$ cat config.mk
export PLATFORM = sky130hd
export DESIGN_NAME = score_event_arbiter
export DESIGN_NICKNAME = d
export VERILOG_FILES = /design/src/rtl/score_event_arbiter.sv
export SDC_FILE = /design/constraint.sdc
export NUM_CORES = 1
export LEC_CHECK = 0
export CAP_MARGIN = 15
export CORE_ASPECT_RATIO = 2
export CORE_MARGIN = 3
export CORE_UTILIZATION = 55
export CTS_BUF_LIST = sky130_fd_sc_hd__clkbuf_8
export DETAILED_ROUTE_END_ITERATION = 16
export MAX_ROUTING_LAYER = met4
export PLACE_DENSITY = 0.77
export SLEW_MARGIN = 10
export SYNTH_ARGS = -nofsm -noshare
export SYNTH_HDL_FRONTEND = slang
export SYNTH_SLANG_ARGS = --single-unit
$ cat constraint.sdc
create_clock -name clk -period 3.1 [get_ports clk]
set_input_delay 0.31 -clock clk [delete_from_list [all_inputs] [get_ports clk]]
set_output_delay 0.31 -clock clk [all_outputs]
set_load 0.02 [all_outputs]
$ cat src/rtl/score_event_arbiter.sv
// score_event_arbiter: buffers per-source score events and issues them to score_alu one per cycle,
// round-robin over additive sources, ghosts as bursts, doubling only once additive work has drained.
module score_event_arbiter #(
    parameter int CNT_W      = 3,
    parameter int GHOST_ADDS = 2
) (
    input  logic       clk,
    input  logic       reset_n,
    input  logic [3:0] req,
    input  logic       hold,
    output logic [1:0] alu_select,
    output logic       alu_enable,
    output logic       busy,
    output logic       pending_any,
    output logic [3:0] overflow
);
    typedef enum logic {IDLE, BURST} state_t;
    localparam logic [CNT_W-1:0] MAX = '1;
    localparam logic [3:0] BURST_LOAD = 4'(GHOST_ADDS - 1);

    state_t state, next_state;
    logic [CNT_W-1:0] cnt [4];
    logic [3:0] nz, cand, gnt, burst_left, next_burst;
    logic [1:0] rr, next_rr, p1, p2, pick, issue_sel;
    logic issue, found;

    function automatic logic [1:0] inc3(input logic [1:0] v);
        return (v == 2'd2) ? 2'd0 : v + 2'd1;
    endfunction

    for (genvar i = 0; i < 4; i++) begin : g_nz
        assign nz[i] = |cnt[i];
    end

    // Only the additive sources take part in round-robin; slot 3 is never a candidate
    assign cand  = {1'b0, nz[2:0]};
    assign p1    = inc3(rr);
    assign p2    = inc3(p1);
    assign found = cand[rr] | cand[p1] | cand[p2];
    assign pick  = cand[rr] ? rr : cand[p1] ? p1 : p2;

    assign busy        = state == BURST;
    assign pending_any = |nz | busy;

    always_comb begin
        next_state = state;
        next_burst = burst_left;
        next_rr    = rr;
        gnt        = '0;
        issue      = 1'b0;
        issue_sel  = 2'b10;
        if (!hold) begin
            if (state == BURST) begin
                issue      = 1'b1;
                next_burst = burst_left - 4'd1;
                if (burst_left == 4'd1) next_state = IDLE;
            end else if (found) begin
                issue      = 1'b1;
                issue_sel  = pick;
                gnt[pick]  = 1'b1;
                next_rr    = inc3(pick);
                if (pick == 2'd2) begin
                    next_burst = BURST_LOAD;
                    if (BURST_LOAD != 4'd0) next_state = BURST;
                end
            end else if (nz[3]) begin
                issue     = 1'b1;
                issue_sel = 2'b11;
                gnt[3]    = 1'b1;
            end
        end
    end

    always_ff @(posedge clk or negedge reset_n) begin
        if (!reset_n) begin
            state      <= IDLE;
            burst_left <= '0;
            rr         <= '0;
            alu_enable <= 1'b0;
            alu_select <= 2'b00;
        end else begin
            state      <= next_state;
            burst_left <= next_burst;
            rr         <= next_rr;
            alu_enable <= issue;
            if (issue) alu_select <= issue_sel;
        end
    end

    // A request and a grant on the same source in one cycle cancel out
    always_ff @(posedge clk or negedge reset_n) begin
        if (!reset_n) begin
            for (int i = 0; i < 4; i++) cnt[i] <= '0;
            overflow <= '0;
        end else begin
            for (int i = 0; i < 4; i++) begin
                if (req[i] && !gnt[i]) begin
                    if (cnt[i] == MAX) overflow[i] <= 1'b1;
                    else cnt[i] <= cnt[i] + CNT_W'(1);
                end else if (gnt[i] && !req[i]) begin
                    cnt[i] <= cnt[i] - CNT_W'(1);
                end
            end
        end
    end
endmodule

==> impl_metrics.json, run 1 <==
{
  "die-area_sq_um": 4170,
  "finalNonFillerCells": 242,
  "antenna_found_initial": 0,
  "drv_cap": 0,
  "multi_input_area_sq_um": 1100,
  "cts.sinks": 26,
  "firstDrtPassIters": 4,
  "synth.area.top_cells": "dfrtp_1 (35%), nand2_1 (5.6%), fa_1 (4.3%)",
  "finalCritPeriodShare_pct": 82.8,
  "dr_total_vias": 1513,
  "area_growth_pct": 9.12,
  "core_area_sq_um": 3230,
  "critPathMostFrequentCell": "nand2_1",
  "final_cell_area_sq_um": 2040,
  "synth-async-reset-ratio_pct": 100,
  "wl_microns": 3540,
  "cts_setup_buffers": 0,
  "diodes": 0,
  "placedCellCount": 239,
  "synth_most_common_cell": "nand2_1",
  "reg2reg_depth": 9,
  "grt_pass1_wl_microns": 6210,
  "wire_per_inst_microns": 14.6,
  "antenna_left": 0,
  "path_depth": 5,
  "cts.clk_slew.worst_paths_ps": 80,
  "synthTopCellsByCount": "nand2_1 (28), dfrtp_1 (26), nor2_1 (10), a21oi_1 (9)",
  "dr.first_iter.drc_count": 37,
  "crit_path_end_kind": "output port",
  "routed_via_density": 6.25,
  "hold_class": "input pin to asynchronous set/reset pin",
  "fin_util_pct": 63.1,
  "synth-seq-cells": 26,
  "clockBufferDepth": 2,
  "grt_pass1_vias": 1483,
  "crit_buf_inv": 1,
  "hpwlAfterDp_microns": 2660,
  "io_pins": 16,
  "synth_top_cell_area_share_pct": 34.9,
  "fillers": 288,
  "arrival_ps": 2260,
  "dpl-instance-area_sq_um": 2000,
  "relSlewSlack_pct": 66.7,
  "crit_chain": "nor3_2 > nand2_1 > nor3_1 > nand2_1 > clkdlybuf4s50_1",
  "synth-edff-count": 0,
  "h-tree-depth": 1,
  "drv_slew": 0,
  "skew_ps": 2.73,
  "postSynthAreaPerCell_sq_um": 9.15,
  "status": "finished clean",
  "finalWorstSetupSlack_ps": 534,
  "rows": 29,
  "drc": 0,
  "start_util_pct": 57.8,
  "syn_inst": 204,
  "cts-root-buf": "clkbuf_8",
  "ir_worst_vdd_mv": 0.640,
  "crit_required_ps": 2790,
  "holdWs_ps": 398,
  "slowest_delay_ps": 550,
  "grt_overflow": 0,
  "period_needed_ps": 2570,
  "synth_fp_nets": 217,
  "cp-start-kind": "flop",
  "hold_buffers": 0,
  "power_density_nw_per_um2": 909,
  "clock.fmax_ghz": 0.390,
  "seq_area_sq_um": 651,
  "crit_type": "flop to output port",
  "tns_ps": 0,
  "worstMarginPinSlew_ps": 496,
  "ys_types": 60,
  "ctsResizeCount": 0,
  "synth_ff_type": "dfrtp_1",
  "netlist_area_sq_um": 1870,
  "place_worst_setup_slack_ps": 373,
  "synth_largest_area_cell": "dfrtp_1",
  "crit_fanout": 8,
  "cts_tree": "yes",
  "insertion_delay_ps": 270,
  "place.gp.congestion": 0.788,
  "setup_viol_count_final": 0,
  "nNetsFinal": 226,
  "hold_violations": 0,
  "critPathSlowestCell": "clkdlybuf4s50_1",
  "die_h_microns": 88.4,
  "io_buffers": 15,
  "grt_usage_pct": 20.3,
  "rsz0062_at_grt": "no",
  "die_w_microns": 47.2,
  "numCtsBuffers": 3,
  "power_mw": 1.85,
  "grt_start_max_net_pins": 27,
  "cp_top_family": "simple AND/OR/NAND/NOR gates",
  "ys_seq_area_share_pct": 34.9,
  "power.leakage_nw": 0.814,
  "synth_warnings": 0,
  "layout-drive-gt1-share_pct": 9.48
}
## power by group
| group | switching [mW] | leakage [nW] | internal (mW) |
|---|---|---|---|
| clock | 0.104 | 0.0216 | 0.0873 |
| sequential | 0.282 | 0.285 | 0.476 |
| combinational | 0.448 | 0.508 | 0.455 |
## registers in the layout, summed over array words and instances (netlist names)
register / flops
rr: 2
burst_left: 4
overflow: 4
cnt: 12
alu_select: 2
busy: 1
alu_enable: 1
## cell type report
cell class / count / share of cell area [%]
inverter: 7 / 1.29
sequential: 26 / 31.9
multi-input combinational: 156 / 54.0
timing repair buffer: 19 / 8.85
clock buffer: 3 / 2.03
tap: 31 / 1.90
## layout by cell type, fill, tap and decap left out, types with 2 or more instances in the layout
master / n
a211oi_1: 5
a21o_1: 5
a21oi_1: 9
a22oi_1: 3
a41oi_1: 3
and2_1: 2
and4_1: 3
buf_4: 4
clkbuf_8: 3
clkdlybuf4s50_1: 15
dfrtp_1: 26
fa_1: 4
ha_1: 2
inv_1: 7
nand2_1: 28
nand2b_1: 2
nand3_1: 7
nand4_1: 5
nor2_1: 10
nor2b_1: 4
nor3_1: 3
nor3_4: 2
o211a_1: 4
o211ai_1: 2
o21ai_0: 5
o21ai_1: 4
o21bai_1: 4
o31ai_1: 2
or2_2: 2
or3_1: 4
or3b_1: 2
xnor2_1: 3
## kinds of logic after synthesis
group,count (synthesis),share of synthesized area (%)
adders and majority gates,6,5.63
and+or+nand+nor,84,25.9
AOI/OAI and AO/OA,61,24.9
DFF,26,34.9
xor gates and xnor gates,4,1.88
buffers and inverters,22,6.23
muxes,1,0.603
## worst reg2reg max path: stages, from the launching register on
cell and delay (ps):
dfrtp_1 500, or3_4 470, o211a_1 140, nand2_1 200
nand2_1 130, fa_1 430, nor2_1 140, nand2_1 70
a21o_1 180, and2_1 150
## metal layers
| metal | global-route usage (%) | share of wire (%) |
|---|---|---|
| met1 | 23.5 | 42 |
| met4 | 6.80 | 1.6 |
| met5 | - | 0 |
| met3 | 2.65 | 2.0 |
| met2 | 34.6 | 54 |
## path summary, 6_finish.rpt
path / from / to / slack [ps]
max: cnt[7]$_DFFE_PN0P_ / pending_any / 530
min: reset_n / cnt[2]$_DFFE_PN0P_ / 400
max reg2reg: cnt[10]$_DFFE_PN0P_ / cnt[11]$_DFFE_PN0P_ / 570
min reg2reg: overflow[2]$_DFFE_PN0P_ / overflow[2]$_DFFE_PN0P_ / 480
max in group asynchronous: reset_n / cnt[5]$_DFFE_PN0P_ / 2450
min in group clk: overflow[2]$_DFFE_PN0P_ / overflow[2]$_DFFE_PN0P_ / 480
Power figures use the tool's default switching activity.
==> run 2: changes to the inputs <==
--- a/config.mk
+++ b/config.mk
@@ -8,11 +8,11 @@
 export CAP_MARGIN = 15
 export CORE_ASPECT_RATIO = 2
 export CORE_MARGIN = 3
-export CORE_UTILIZATION = 55
+export CORE_UTILIZATION = 54
 export CTS_BUF_LIST = sky130_fd_sc_hd__clkbuf_8
 export DETAILED_ROUTE_END_ITERATION = 16
 export MAX_ROUTING_LAYER = met4
-export PLACE_DENSITY = 0.77
+export PLACE_DENSITY = 0.79
 export SLEW_MARGIN = 10
 export SYNTH_ARGS = -nofsm -noshare
 export SYNTH_HDL_FRONTEND = slang
==> constraint.sdc (replaced) <==
create_clock -name clk -period 2.1 [get_ports clk]
set_input_delay 0.21 -clock clk [delete_from_list [all_inputs] [get_ports clk]]
set_output_delay 0.21 -clock clk [all_outputs]
set_load 0.02 [all_outputs]
==> run 2 against run 1 <==
Effect of this change: the run now ends with setup timing left; non-clock buffer count is 65 higher; clock power is 78% higher; sequential power is 24% higher; routed wire length is 77% higher; via count is 33% higher; worst hold slack worse by 98 ps; sequential cell count stayed put; register-to-register slack worse by 750 ps; design area is 33% higher; clock skew is 7.8 ps higher; critical path depth is 4 higher; clock-buffer cell count is 1 higher; largest power group unchanged; highest routed layer unchanged.
==> impl_metrics.json, run 2 (synthesized netlist as in run 1, its figures left out) <==
{
  "status": "complete, but fails checks",
  "violations": "setup timing",
  "io_buffers": 15,
  "start_util_pct": 57.8,
  "hold_violations": 0,
  "wl_microns": 6260,
  "layout-drive-gt1-share_pct": 43.3,
  "dr.first_iter.drc_count": 77,
  "grt_start_max_net_pins": 27,
  "cp-start-kind": "flop",
  "numCtsBuffers": 3,
  "hold_buffers": 0,
  "area_growth_pct": 45.2,
  "wire_per_inst_microns": 20.3,
  "crit_fanout": 4,
  "cts.clk_slew.worst_paths_ps": 100,
  "finalCritPeriodShare_pct": 109,
  "crit_chain": "buf_6 > nor3_4 > o211ai_1 > a21o_1 > nand2_2 > fa_2 > nor2b_1 > a211oi_1 > a21oi_1",
  "r2r_end": "cnt[7]$_DFFE_PN0P_",
  "reg2reg_depth": 9,
  "rsz0062_at_grt": "yes",
  "multi_input_area_sq_um": 1240,
  "ir_worst_vdd_mv": 0.980,
  "cts-root-buf": "clkbuf_8",
  "final_cell_mix": "buf_4 (62), nand2_1 (23), dfrtp_1 (20)",
  "antenna_left": 0,
  "rows": 29,
  "place.gp.congestion": 0.847,
  "grt_overflow": 0,
  "io_pins": 16,
  "final_common_cell": "buf_4",
  "hpwlAfterDp_microns": 3720,
  "tns_ps": -834,
  "regMostFlops": "cnt",
  "largest_reg_flops": 12,
  "power_density_nw_per_um2": 1440,
  "cp_top_family": "compound AO/OA/AOI/OAI gates",
  "firstDrtPassIters": 4,
  "slowest_delay_ps": 450,
  "die-area_sq_um": 4240,
  "crit_path_end_kind": "flop",
  "insertion_delay_ps": 280,
  "r2r_slack_ps": -180,
  "skew_ps": 10.5,
  "drv_slew": 0,
  "die_w_microns": 47.6,
  "die_h_microns": 89.2,
  "place_worst_setup_slack_ps": -172,
  "crit_required_ps": 2270,
  "grt_usage_pct": 29.2,
  "worstMarginPinSlew_ps": 427,
  "dr_total_vias": 2012,
  "period_needed_ps": 2280,
  "drc": 0,
  "largestRegisters": "cnt (12), burst_left (4), overflow (4)",
  "grt_pass1_vias": 1998,
  "antenna_found_initial": 0,
  "worstReg2RegStart": "cnt[9]$_DFFE_PN0P_",
  "clockBufferDepth": 2,
  "routed_via_density": 6.53,
  "relSlewSlack_pct": 71.5,
  "finalWorstSetupSlack_ps": -184,
  "clock.fmax_ghz": 0.438,
  "critPathSlowestCell": "fa_2",
  "fillers": 173,
  "core_area_sq_um": 3230,
  "arrival_ps": 2460,
  "h-tree-depth": 1,
  "crit_buf_inv": 1,
  "diodes": 0,
  "crit_type": "flop to flop",
  "grt_pass1_wl_microns": 8840,
  "cts_tree": "yes",
  "drv_cap": 0,
  "power.leakage_nw": 1.16,
  "cts.sinks": 26,
  "seq_area_sq_um": 658,
  "setup_viol_count_final": 7,
  "hold_class": "input pin to asynchronous set/reset pin",
  "nNetsFinal": 291
}
run 2: worst max-delay path by stage:
stage                       startpoint                 end  slack (ps)  cells after the start
CTS                 cnt[6]$_DFFE_PN0P_  cnt[7]$_DFFE_PN0P_         -70                      8
detailed placement                hold  cnt[7]$_DFFE_PN0P_        -170                     10
finish              cnt[9]$_DFFE_PN0P_  cnt[7]$_DFFE_PN0P_        -180                      9
global placement                  hold  cnt[5]$_DFFE_PN0P_         -80                     10
global route        cnt[9]$_DFFE_PN0P_  cnt[7]$_DFFE_PN0P_        -250                      9
floorplan           cnt[9]$_DFFE_PN0P_  cnt[4]$_DFFE_PN0P_         -90                      9
run 2: repair_timing:
| action | CTS | global route |
|---|---|---|
| resized for setup | 15 | 20 |
| endpoints found under the setup margin | 8 | 10 |
| cloned | 0 | 0 |
| buffers inserted | 15 | 13 |
| pin swaps | 25 | 22 |
run 2: worst register-to-register path, cell delays in order (launching register included):
cell      delay [ps]
dfrtp_1          430
buf_6            150
nor3_4           250
o211ai_1         210
a21o_1           230
nand2_2           90
fa_2             450
nor2b_1          140
a211oi_1         180
a21oi_1           60
run 2: layout make-up:
type	count	share of cell area (%)
multi-input cells	156	45.9
inverters	7	0.969
well taps	31	1.43
flip-flops and latches	26	24.3
repair buffers	84	25.4
clock buffers	4	2.03
run 2: power by group:
group | switching (mW) | internal [mW]
Combinational | 1.32 | 1.31
Sequential | 0.221 | 0.717
Clock | 0.172 | 0.168
run 2: metal layers:
metal  vias to the layer above  wire length (microns)  GRT usage (%)
met1                       995                   2160           28.8
li1                        892                      -              -
met4                         0                    257           12.7
met5                         -                      0              -
met3                        27                    269           3.23
met2                        98                   3580           53.5
run 2: per-stage QoR:
stage / hold slack [ps] / utilization (%) / cells / cell area, sq um / total power [mW]
floorplan: -85.6 / - / 204 / 1920 / 2.26
global placement: 454 / 72.1 / 277 / 2330 / 2.82
detailed placement: 465 / 72.1 / 277 / 2330 / 2.99
CTS: 324 / 78.6 / 296 / 2540 / 3.58
global route: 326 / 84.0 / 308 / 2710 / 4.14
finish: 300 / 84.0 / 308 / 2710 / 3.91
